**src/rtl/buzzer_player_if.sv**
```systemverilog
// ---------------------------------------------------------------------------
// buzzer_player_if
//   Read-port bundle between the buzzer sequencer and the song-table BRAM.
//
//   Signals:
//     bram_en    read enable, driven by the sequencer
//     bram_addr  read address, driven by the sequencer
//     bram_data  read data, valid one cycle after bram_en
//
//   Modports:
//     master  the sequencer side (drives enable/address, takes data)
//     slave   the BRAM side (takes enable/address, returns data)
// ---------------------------------------------------------------------------
interface buzzer_player_if #(
  parameter int ADDR_WIDTH = 11,
  parameter int DATA_WIDTH = 12
);
  logic                  bram_en;
  logic [ADDR_WIDTH-1:0] bram_addr;
  logic [DATA_WIDTH-1:0] bram_data;

  modport master (output bram_en, output bram_addr, input  bram_data);
  modport slave  (input  bram_en, input  bram_addr, output bram_data);
endinterface

```
**src/rtl/buzzer_player.sv**
```systemverilog
// ---------------------------------------------------------------------------
// buzzer_player
//   Song sequencer sitting in front of the buzzer music BRAM. It walks the
//   song table from address 0, decodes each 12-bit note word and drives a
//   square wave on buzzer_o for the note's duration.
//
//   Note word: [11:9] dur  beats (1..7), 0 = end-of-song marker
//              [8:0]  hp   half-period in ticks, 0 = rest
//
//   Ports:
//     clk       system clock
//     rst       synchronous, active-high reset
//     start     1-cycle pulse, begin playback at address 0 (ignored if busy)
//     stop      1-cycle pulse, abort playback (wins over start)
//     loop_en   level, restart at address 0 at end of song
//     bram      song-table read port (buzzer_player_if.master)
//     buzzer_o  square wave to the buzzer pin
//     busy      high in every state except IDLE
//     done      1-cycle pulse when the song ends without looping
//
//   Optional build macro: BUZZER_PLAYER_GAP_EN
//     When defined, the last GAP_TICKS ticks of each note are forced silent
//     (articulation gap); note length is unchanged.
// ---------------------------------------------------------------------------
module buzzer_player #(
  parameter int ADDR_WIDTH = 11,
  parameter int DATA_WIDTH = 12,
  parameter int TICK_DIV   = 500,
  parameter int BEAT_TICKS = 12500,
  parameter int GAP_TICKS  = 1000
) (
  input  logic             clk,
  input  logic             rst,
  input  logic             start,
  input  logic             stop,
  input  logic             loop_en,
  buzzer_player_if.master  bram,
  output logic             buzzer_o,
  output logic             busy,
  output logic             done
);

  localparam int PW = (TICK_DIV   > 1) ? $clog2(TICK_DIV)   : 1;
  localparam int BW = (BEAT_TICKS > 1) ? $clog2(BEAT_TICKS) : 1;

  typedef enum logic [2:0] {
    S_IDLE,
    S_FETCH,
    S_LATCH,
    S_PLAY,
    S_END
  } state_t;

  state_t          state;
  logic [PW-1:0]   presc;
  logic [BW-1:0]   beat_cnt;
  logic [2:0]      beat_left;
  logic [8:0]      half_cnt;
  logic [8:0]      note_hp;

  logic [DATA_WIDTH-1:0] word;
  logic [2:0]            word_dur;
  logic [8:0]            word_hp;
  logic                  tick;
  logic                  last_beat_tick;
  logic [BW-1:0]         beat_cnt_nxt;
  logic                  in_gap;

  assign word     = bram.bram_data;
  assign word_dur = word[11:9];
  assign word_hp  = word[8:0];

  assign tick           = (presc == PW'(TICK_DIV - 1));
  assign last_beat_tick = (beat_cnt == BW'(BEAT_TICKS - 1));
  assign beat_cnt_nxt   = last_beat_tick ? '0 : beat_cnt + BW'(1);

`ifdef BUZZER_PLAYER_GAP_EN
  // Judged on the beat count this tick moves to, so silence starts on the
  // very tick that enters the gap window rather than one tick later.
  assign in_gap = (beat_left == 3'd1) &&
                  (beat_cnt_nxt >= BW'(BEAT_TICKS - GAP_TICKS));
`else
  logic unused_gap_ticks;
  assign in_gap           = 1'b0;
  assign unused_gap_ticks = (GAP_TICKS != 0);
`endif

  // NOTE: every state register is assigned with <= so all of them update
  // together at the edge; where one branch assigns a signal twice (e.g.
  // buzzer_o in PLAY), the later assignment deliberately wins.
  always_ff @(posedge clk) begin
    if (rst) begin
      state          <= S_IDLE;
      presc          <= '0;
      beat_cnt       <= '0;
      beat_left      <= '0;
      half_cnt       <= '0;
      note_hp        <= '0;
      bram.bram_en   <= 1'b0;
      bram.bram_addr <= '0;
      buzzer_o       <= 1'b0;
      busy           <= 1'b0;
      done           <= 1'b0;
    end else if (stop) begin
      state        <= S_IDLE;
      presc        <= '0;
      bram.bram_en <= 1'b0;
      buzzer_o     <= 1'b0;
      busy         <= 1'b0;
      done         <= 1'b0;
    end else begin
      done         <= 1'b0;
      bram.bram_en <= 1'b0;
      presc        <= tick ? '0 : presc + PW'(1);

      unique case (state)
        S_IDLE: begin
          presc <= '0;
          if (start) begin
            state          <= S_FETCH;
            bram.bram_addr <= '0;
            bram.bram_en   <= 1'b1;
            busy           <= 1'b1;
          end
        end

        // Read was issued on entry; data lands for LATCH.
        S_FETCH: state <= S_LATCH;

        S_LATCH: begin
          presc   <= '0;
          note_hp <= word_hp;
          if (word_dur == 3'd0) begin
            state <= S_END;
          end else begin
            state     <= S_PLAY;
            beat_left <= word_dur;
            beat_cnt  <= '0;
            half_cnt  <= '0;
            buzzer_o  <= (word_hp != 9'd0);
          end
        end

        S_PLAY: begin
          if (tick) begin
            beat_cnt <= beat_cnt_nxt;

            if ((note_hp != 9'd0) && (half_cnt == note_hp - 9'd1)) begin
              half_cnt <= '0;
              if (!in_gap) buzzer_o <= ~buzzer_o;
            end else begin
              half_cnt <= half_cnt + 9'd1;
            end
            if (in_gap) buzzer_o <= 1'b0;

            if (last_beat_tick) begin
              beat_left <= beat_left - 3'd1;
              if (beat_left == 3'd1) begin
                buzzer_o <= 1'b0;
                // The table does not wrap: running off the last entry
                // behaves like hitting an end marker.
                if (&bram.bram_addr) begin
                  state <= S_END;
                end else begin
                  bram.bram_addr <= bram.bram_addr + ADDR_WIDTH'(1);
                  bram.bram_en   <= 1'b1;
                  state          <= S_FETCH;
                end
              end
            end
          end
        end

        S_END: begin
          if (loop_en) begin
            bram.bram_addr <= '0;
            bram.bram_en   <= 1'b1;
            state          <= S_FETCH;
          end else begin
            done  <= 1'b1;
            busy  <= 1'b0;
            state <= S_IDLE;
          end
        end

        default: state <= S_IDLE;
      endcase
    end
  end

endmodule

```
**src/flat_wrapper.sv**
```systemverilog
// flat-port wrapper written by rule: the top's interface ports become plain ports
module buzzer_player_flat 
#(
  parameter int ADDR_WIDTH = 11,
  parameter int DATA_WIDTH = 12,
  parameter int TICK_DIV   = 500,
  parameter int BEAT_TICKS = 12500,
  parameter int GAP_TICKS  = 1000
)
  (clk, rst, start, stop, loop_en, buzzer_o, busy, done, bram_bram_en, bram_bram_addr, bram_bram_data);
  buzzer_player_if #(.ADDR_WIDTH(ADDR_WIDTH), .DATA_WIDTH(DATA_WIDTH)) bram_i ();
  input  logic clk;
  input  logic rst;
  input  logic start;
  input  logic stop;
  input  logic loop_en;
  output logic buzzer_o;
  output logic busy;
  output logic done;
  output wire logic [$bits(bram_i.bram_en)-1:0] bram_bram_en;
  output wire logic [$bits(bram_i.bram_addr)-1:0] bram_bram_addr;
  input wire logic [$bits(bram_i.bram_data)-1:0] bram_bram_data;
  assign bram_bram_en = bram_i.bram_en;
  assign bram_bram_addr = bram_i.bram_addr;
  assign bram_i.bram_data = bram_bram_data;
  buzzer_player #(.ADDR_WIDTH(ADDR_WIDTH), .DATA_WIDTH(DATA_WIDTH), .TICK_DIV(TICK_DIV), .BEAT_TICKS(BEAT_TICKS), .GAP_TICKS(GAP_TICKS)) u_core (.clk(clk), .rst(rst), .start(start), .stop(stop), .loop_en(loop_en), .bram(bram_i), .buzzer_o(buzzer_o), .busy(busy), .done(done));
endmodule
```
**config.mk**
```make
export PLATFORM = sky130hd
export DESIGN_NAME = buzzer_player_flat
export DESIGN_NICKNAME = d
export VERILOG_FILES = /design/src/rtl/buzzer_player_if.sv /design/src/rtl/buzzer_player.sv /design/src/flat_wrapper.sv
export SDC_FILE = /design/constraint.sdc
export NUM_CORES = 1
export LEC_CHECK = 0
export CAP_MARGIN = 20
export CORE_UTILIZATION = 45
export CTS_BUF_LIST = sky130_fd_sc_hd__clkbuf_16
export DETAILED_ROUTE_END_ITERATION = 12
export PLACE_DENSITY = 0.77
export SETUP_SLACK_MARGIN = 0.15
export SYNTH_ARGS = -nofsm -noshare
export SYNTH_HDL_FRONTEND = slang
export SYNTH_SLANG_ARGS = --single-unit
```
**constraint.sdc**
```tcl
create_clock -name clk -period 2.4 [get_ports clk]
set_input_delay 0.72 -clock clk [delete_from_list [all_inputs] [get_ports clk]]
set_output_delay 0.72 -clock clk [all_outputs]
set_load 0.01 [all_outputs]
```
==> results.json, run 1 <==
{
  "drive_gt1_share_pct": 21.87,
  "netlist_instances": 392,
  "finalHoldViolCount": 0,
  "die_w_microns": 86.40,
  "yosys.cell_types.count": 54,
  "dpl_cell_area_sq_um": 3892,
  "required_ps": 2610,
  "slew_headroom_pct": 48.00,
  "min_path_cells": 2,
  "cts_buffers": 9,
  "path_buf_inv": 2,
  "cap_violations": 0,
  "register_area_sq_um": 1249,
  "rr_startpoint": "u_core.note_hp[0]$_SDFFE_PP0P_",
  "path_cells": "inv_2, ha_4, or4b_4, or3_1, a32o_2, o21ai_4, a21oi_4, buf_6, nand4b_1, a31oi_1",
  "hp-class": "reg2reg",
  "whs_ps": 492.8,
  "r2r_end": "u_core.half_cnt[2]$_SDFFE_PP0P_",
  "fin_nets": 490,
  "clkSlewWorstSetupHoldPaths_ps": 60,
  "final_common_cell": "nor2_1",
  "r2r_cells": 10,
  "mostFrequentLayoutCells": "57 x nor2_1, 56 x dfxtp_1, 44 x nand2_1, 43 x buf_4",
  "multi_input_area_sq_um": 2048,
  "dr.first_iter.drc_count": 125,
  "synth.cell_area_sq_um": 3206,
  "fill_cells": 532,
  "portBuffers": 31,
  "coreArea_sq_um": 6832,
  "synth_top_area_share_pct": 38.72,
  "synth_warnings": 0,
  "drtAntennaViolNets": 0,
  "dr_total_vias": 3099,
  "syn_nets": 416,
  "postSynthAreaPerCell_sq_um": 8.177,
  "clock-sinks": 62,
  "irDropWorstVdd_v": 0.0004268,
  "path_max_fanout": 4,
  "syn_to_final_growth_pct": 38.64,
  "clk_latency_ps": 330,
  "p_per_area_nw_per_um2": 568.2,
  "antenna_cells": 0,
  "grt_pass1_vias": 2982,
  "die_h_microns": 86.40,
  "cp_slowest_cell": "or4b_4",
  "cp-end-kind": "register",
  "drt_first_pass_iters": 4,
  "drc": 0,
  "ys_ff_latch": 62,
  "setup-violations-final": 0,
  "tns_ps": 0,
  "rsz0062_at_grt": "true",
  "routed_via_density": 5.466,
  "antenna_found_initial": 0,
  "cts_tree": "yes",
  "hp-start": "u_core.note_hp[8]$_SDFFE_PP0P_",
  "async_reset_ff_share_pct": 0,
  "hold_path_end": "u_core.note_hp[8]$_SDFFE_PP0P_",
  "htreeDepth": 3,
  "synth.area.top_cells": "dfxtp_1 39%, xor2_1 7.1%, nor2_1 6.9%",
  "fin_skew_ps": 5.312,
  "grt_start_max_net_pins": 13,
  "grt_pass1_wl_mm": 13.38,
  "worstPathArrival_ps": 2490,
  "maxSlewViolCount": 0,
  "finalCoreUtilization_pct": 65.05,
  "critPathTopFamily": "simple AND/OR/NAND/NOR gates",
  "clockRootBuffer": "clkbuf_16",
  "netlist.top_cell.by_area": "dfxtp_1",
  "synth_edf_count": 0,
  "regToRegSetupSlack_ps": 120,
  "die-area_sq_um": 7465,
  "p_leak_nw": 1.709,
  "routabilityCongestion": 0.8539,
  "io_pins": 32,
  "worst_pin_slew_ps": 776.6,
  "fmax_ghz": 0.4383,
  "stdcell_area_sq_um": 4444,
  "num_rows": 30,
  "ys_seq_area_share_pct": 38.72,
  "cp-start-kind": "register",
  "wl_per_cell_microns": 14.22,
  "drt_wl_total_mm": 8.063,
  "slowest_delay_ps": 480,
  "criticalPathCategory": "reg2reg",
  "yosys_most_used_dff": "dfxtp_1",
  "hpwl_mm": 5.527,
  "outcome": "finished clean",
  "max-clock-path-buffers": 2,
  "overflow": 0,
  "fin_crit_ps": 2282,
  "fin_crit_sh_pct": 95.07,
  "initial_core_util_pct": 46.92,
  "grt_usage_pct": 22.61
}
==> cell type report <==
cell class	count	share of cell area (%)
Multi-Input combinational cell	305	46.09
Sequential cell	62	28.10
Timing Repair Buffer	77	15.48
Clock buffer	9	5.068
Tap cell	96	2.703
Clock inverter	7	1.633
Inverter	11	0.9291
==> synthesized netlist by cell type, drive strengths merged (2+ instances only) <==
cell,n
nor2b,2
nand2,44
o21bai,3
a21oi,27
or4,2
nand4b,2
buf,3
o211ai,2
xor2,26
and4,3
and3,11
nor2,59
a21o,3
dfxtp,62
nor4,5
a221oi,2
nand3b,4
inv,11
a31oi,3
ha,7
mux2i,5
or3,7
a22oi,2
or2,4
clkbuf,12
nand4,13
a2111oi,2
nor3,10
nand2b,3
and2,2
a32o,2
nand3,14
o21ai,11
xnor2,11
==> stage by stage <==
stage,power [mW],worst slack [ps],std cells
after global placement,1.233,-300.7,542
after CTS,2.532,102.2,563
after global routing,2.599,31.18,567
after detailed placement,1.237,-340.8,542
after floorplan,1.152,173.1,392
final,2.525,118.4,567
==> power by group <==
group / total, mW / internal (mW) / switching (mW)
Combinational: 0.183 / 0.0955 / 0.0872
Clock: 1.29 / 0.804 / 0.490
Sequential: 1.05 / 1.04 / 0.0105
Total: 2.53 / 1.94 / 0.588
==> flip-flops by register name, indices dropped and copies added (netlist names) <==
register	cells
u_core.bram.bram_en	1
u_core.half_cnt	9
u_core.beat_cnt	14
u_core.presc	9
u_core.busy	1
u_core.buzzer_o	1
u_core.beat_left	3
u_core.done	1
u_core.note_hp	9
u_core.bram.bram_addr	11
u_core.state	3
==> kinds of logic after synthesis <==
| family | count (synthesis) | share of synthesized area [%] |
|---|---|---|
| AOI/OAI and AO/OA | 65 | 14.29 |
| xor gates and xnor gates | 37 | 10.11 |
| adders and majority gates | 7 | 2.732 |
| buffers and inverters | 26 | 3.435 |
| DFF | 62 | 38.72 |
| muxes | 5 | 1.561 |
| and+or+nand+nor | 190 | 29.16 |
==> worst max-delay path by stage <==
stage,from,to,cells after the start
2_1_floorplan,u_core.note_hp[1]$_SDFFE_PP0P_,u_core.half_cnt[3]$_SDFFE_PP0P_,9
3_5_place_dp,bram_bram_data[10],u_core.half_cnt[8]$_SDFFE_PP0P_,8
3_3_place_gp,bram_bram_data[10],u_core.half_cnt[7]$_SDFFE_PP0P_,8
4_1_cts,u_core.note_hp[0]$_SDFFE_PP0P_,u_core.half_cnt[2]$_SDFFE_PP0P_,10
6_report,u_core.note_hp[0]$_SDFFE_PP0P_,u_core.half_cnt[2]$_SDFFE_PP0P_,10
5_1_grt,u_core.note_hp[0]$_SDFFE_PP0P_,u_core.half_cnt[2]$_SDFFE_PP0P_,10
==> what timing repair did <==
action | 4_1_cts | 5_1_grt
pin swaps | 13 | 14
hold buffers | 0 | 0
setup endpoints to repair | 34 | 36
setup buffers | 5 | 3
resized for setup | 19 | 24
cloned | 0 | 1
==> routing by layer <==
layer  up-vias  GRT usage, %  share of wire, %
li1       1535             -                 -
met1      1479         27.16                44
met2        68         39.54                50
met3        17         4.476               4.0
met4         0         9.242               2.0
met5         -             0                 0
==> worst min-delay path, cell delays in order (launching register included) <==
cell     delay, ps
dfxtp_1        330
nand2_1         60
a21oi_1         50
Power figures use the tool's default switching activity.
==> run 2, diff against run 1 <==
Settings changed: GPL_TIMING_DRIVEN set to 0.
==> results.json, run 2 (synthesis gave the netlist of run 1 again) <==
{
  "cts_tree": "yes",
  "portBuffers": 31,
  "num_rows": 30,
  "setup-violations-final": 0,
  "fin_crit_sh_pct": 98.24,
  "dp_cells": 519,
  "clkSlewWorstSetupHoldPaths_ps": 50,
  "drt_first_pass_iters": 4,
  "cts_buffers": 9,
  "fin_nets": 484,
  "outcome": "finished clean",
  "irDropWorstVdd_v": 0.0003842,
  "max-clock-path-buffers": 2,
  "io_pins": 32,
  "cp-start-kind": "register",
  "drt_wl_total_mm": 8.295,
  "clock-sinks": 62,
  "required_ps": 2610,
  "cp-end-kind": "register",
  "hpwl_mm": 5.223,
  "routabilityCongestion": 0.8348,
  "die_h_microns": 86.40,
  "die-area_sq_um": 7465,
  "fin_skew_ps": 7.674,
  "grt_usage_pct": 22.21,
  "dr_total_vias": 3098,
  "maxSlewViolCount": 0,
  "initial_core_util_pct": 46.92,
  "drive_gt1_share_pct": 20.43,
  "largest_reg_flops": 14,
  "total_power_mw": 2.471,
  "overflow": 0,
  "antenna_found_initial": 0,
  "worst_pin_slew_ps": 999.4,
  "clk_latency_ps": 330,
  "reg_top3": "u_core.beat_cnt x14, u_core.bram.bram_addr x11",
  "cap_violations": 0,
  "final_common_cell": "nor2_1",
  "clockRootBuffer": "clkbuf_16",
  "worstPathArrival_ps": 2570,
  "largest-register": "u_core.beat_cnt",
  "p_per_area_nw_per_um2": 567.4,
  "coreArea_sq_um": 6832,
  "htreeDepth": 3,
  "whs_ps": 463.3,
  "rsz0062_at_grt": "true",
  "criticalPathCategory": "reg2reg",
  "drc": 0,
  "final_cells": 561,
  "finalHoldViolCount": 0,
  "path_max_fanout": 6,
  "cts-hold-fix-buffers": 0,
  "routed_via_density": 5.522,
  "wl_per_cell_microns": 14.79,
  "dr.first_iter.drc_count": 112,
  "grt_pass1_wl_mm": 12.99,
  "grt_pass1_vias": 2919,
  "die_w_microns": 86.40,
  "antenna_cells": 0,
  "slew_headroom_pct": 32.86,
  "mostFrequentLayoutCells": "57 x nor2_1, 47 x dfxtp_1, 42 x nand2_1, 26 x xor2_1, 26 x clkdlybuf4s50_1",
  "fin_crit_ps": 2358,
  "drtAntennaViolNets": 0,
  "grt_start_max_net_pins": 11,
  "hp-class": "reg2reg",
  "p_leak_nw": 1.621,
  "fmax_ghz": 0.4241,
  "syn_to_final_growth_pct": 35.83
}
[run 2: where the power goes]
part           leakage, nW  internal (mW)  switching (mW)
registers            0.509           1.04          0.0112
logic                0.962         0.0904          0.0915
clock network        0.151          0.788           0.455
[run 2: final timing paths]
| path | slack [ps] | from | to | depth (start not counted) |
|---|---|---|---|---|
| min reg2reg | 460 | u_core.note_hp[8]$_SDFFE_PP0P_ | u_core.note_hp[8]$_SDFFE_PP0P_ | 2 |
| min | 460 | u_core.note_hp[8]$_SDFFE_PP0P_ | u_core.note_hp[8]$_SDFFE_PP0P_ | 2 |
| max reg2reg | 40 | u_core.note_hp[0]$_SDFFE_PP0P_ | u_core.half_cnt[8]$_SDFFE_PP0P_ | 9 |
| max | 40 | u_core.note_hp[0]$_SDFFE_PP0P_ | u_core.half_cnt[8]$_SDFFE_PP0P_ | 9 |
[run 2: per-layer routing]
layer | track usage [%] | vias up | share of wire [%]
li1 | - | 1516 | -
met1 | 25.44 | 1454 | 42
met2 | 39.25 | 104 | 50
met3 | 4.667 | 24 | 5.6
met4 | 10.91 | 0 | 2.6
met5 | 0 | - | 0
[run 2: worst max-delay path: stages (launching register included)]
cell and delay (ps):
dfxtp_4 360, inv_2 60, ha_4 120, or4b_4 480
or3_1 330, a32o_2 290, o21ai_4 180, a21oi_4 110
o21bai_4 240, nor2_1 60
[run 2: area by class of cell]
type                            instances  area, sq um
Clock inverter                          7        58.81
Clock buffer                            9        225.2
Inverter                               11        41.29
Tap cell                               96        120.1
Multi-Input combinational cell        304         2043
Timing Repair Buffer                   57        508.0
Sequential cell                        62         1267
Fill cell                             572         2477
Buffer                                 15        90.09
[run 2: through the flow]
step                      cell area (sq um)  TNS [ps]  setup WS (ps)  util, %
after floorplan                        3233         0          173.1        -
after global placement                 3664    -11800         -552.9    53.63
after detailed placement               3664    -13150         -588.7    53.63
after CTS                              4185         0          47.24    61.26
after global routing                   4354    -135.1         -39.27    63.74
final                                  4354         0          42.16    63.74
[run 2: timing repair]
item,in CTS,in global routing
endpoints found under the setup margin,38,36
resized for setup,36,37
setup buffers,17,7
gates cloned,1,1
pin swaps,18,24
==> run 3, diff against run 2 <==
Settings changed: CORE_ASPECT_RATIO set to 1.25.
==> results.json, run 3 (synthesis gave the netlist of run 1 again) <==
{
  "clockRootBuffer": "clkbuf_16",
  "syn_to_final_growth_pct": 38.41,
  "drt_first_pass_iters": 4,
  "portBuffers": 31,
  "drc": 0,
  "drtAntennaViolNets": 0,
  "antenna_found_initial": 0,
  "antenna_cells": 0,
  "fin_nets": 488,
  "routabilityCongestion": 0.7837,
  "die-area_sq_um": 7467,
  "path_max_fanout": 5,
  "fmax_ghz": 0.4308,
  "die_h_microns": 96.37,
  "setup_slack_ps": 78.66,
  "worst_pin_slew_ps": 947.7,
  "p_leak_nw": 1.650,
  "grt_start_max_net_pins": 13,
  "grt_pass1_vias": 2942,
  "drive_gt1_share_pct": 22.60,
  "cp-start-kind": "register",
  "largest-register": "u_core.beat_cnt",
  "fin_crit_sh_pct": 96.72,
  "htreeDepth": 3,
  "routed_via_density": 5.478,
  "cts_tree": "yes",
  "hpwl_mm": 5.112,
  "io_pins": 32,
  "grt_usage_pct": 22.69,
  "worstPathArrival_ps": 2530,
  "final_common_cell": "nor2_1",
  "outcome": "finished clean",
  "initial_core_util_pct": 46.23,
  "dr.first_iter.drc_count": 186,
  "required_ps": 2610,
  "setup-violations-final": 0,
  "largest_reg_flops": 14,
  "clkSlewWorstSetupHoldPaths_ps": 50,
  "fin_crit_ps": 2321,
  "maxSlewViolCount": 0,
  "coreArea_sq_um": 6934,
  "die_w_microns": 77.49,
  "dr_total_vias": 3062,
  "mostFrequentLayoutCells": "53 x nor2_1, 52 x dfxtp_1, 40 x nand2_1, 28 x buf_4",
  "num_rows": 34,
  "rsz0062_at_grt": "true",
  "clk_latency_ps": 330,
  "clock-sinks": 62,
  "drt_wl_total_mm": 8.322,
  "cap_violations": 0,
  "fin_skew_ps": 3.644,
  "cp-end-kind": "register",
  "criticalPathCategory": "reg2reg",
  "p_per_area_nw_per_um2": 567.0,
  "regToRegSetupSlack_ps": 80,
  "grt_pass1_wl_mm": 13.25,
  "irDropWorstVdd_v": 0.0003665,
  "max-clock-path-buffers": 2,
  "fill_cells": 545,
  "slew_headroom_pct": 36.34,
  "wl_per_cell_microns": 14.89,
  "finalHoldViolCount": 0,
  "hp-class": "reg2reg",
  "overflow": 0,
  "cts_buffers": 9,
  "tns_ps": 0,
  "reg_top3": "u_core.beat_cnt x14, u_core.bram.bram_addr x11",
  "pre_cts_slack_ps": -559.4
}
## run 3: cell count changes in the layout (fill, tap and decap cells not counted), moves of 3 or more
| cell | before | now |
|---|---|---|
| dfxtp_2 | 12 | 7 |
| nor2_2 | 1 | 4 |
| dlymetal6s2s_1 | 0 | 3 |
| clkinvlp_4 | 0 | 4 |
| buf_4 | 24 | 28 |
| dfxtp_1 | 47 | 52 |
| inv_1 | 12 | 9 |
| clkbuf_2 | 4 | 1 |
| nor2_1 | 57 | 53 |
## run 3: cell type report
cell class                      instances  area [sq um]  area share [%]
Multi-Input combinational cell        304          2071           46.67
Sequential cell                        62          1261           28.43
Timing Repair Buffer                   61         560.5           12.63
Clock buffer                            9         225.2           5.076
Tap cell                               90         112.6           2.538
Buffer                                 15         88.84           2.002
Clock inverter                          7         73.82           1.664
Inverter                               11         43.79          0.9870
## run 3: critical path: stages (launching register included)
cell     delay, ps
dfxtp_2        340
nand4_1        120
or4_4          520
buf_8          150
o41ai_4        290
and3b_2        280
buf_4          130
buf_6          120
mux2i_1        180
nor2_1          50
## run 3: metal layers
layer  GRT usage, %  wire (microns)  up-vias
li1               -               -     1528
met3          4.171             301       14
met5              0               0        -
met4          12.26             160        0
met2          41.22            4347       68
met1          25.12            3513     1452
## run 3: what timing repair did
item,CTS,global route
hold endpoints to repair,0,0
setup buffers,24,4
hold buffers,0,0
pin swaps,19,36
setup endpoints to repair,38,39
cloned,1,1
gates resized for setup,36,38
## run 3: metrics by stage
stage | area (sq um) | total power [mW] | cells | hold WS (ps) | util, %
3_5_place_dp | 3656 | 1.216 | 513 | 469.5 | 52.72
3_3_place_gp | 3656 | 1.213 | 513 | 443.9 | 52.72
5_1_grt | 4437 | 2.595 | 559 | 510.3 | 63.98
4_1_cts | 4273 | 2.510 | 554 | 479.3 | 61.62
2_1_floorplan | 3233 | 1.152 | 392 | 428.1 | -
6_report | 4437 | 2.516 | 559 | 479.4 | 63.98
## run 3: worst paths after layout
| check | start | endpoint | depth (start not counted) |
|---|---|---|---|
| hold reg to reg | u_core.note_hp[8]$_SDFFE_PP0P_ | u_core.note_hp[8]$_SDFFE_PP0P_ | 2 |
| hold / removal | u_core.note_hp[8]$_SDFFE_PP0P_ | u_core.note_hp[8]$_SDFFE_PP0P_ | 2 |
| setup / recovery | u_core.presc[5]$_SDFF_PP0_ | u_core.bram.bram_addr[1]$_SDFFE_PP0P_ | 9 |
| setup reg to reg | u_core.presc[5]$_SDFF_PP0_ | u_core.bram.bram_addr[1]$_SDFFE_PP0P_ | 9 |
## run 3: where the power goes
part	internal, mW	switching [mW]	total [mW]	leakage [nW]
clock network	0.803	0.483	1.29	0.134
registers	1.03	0.0104	1.05	0.506
logic	0.0919	0.0922	0.184	1.01
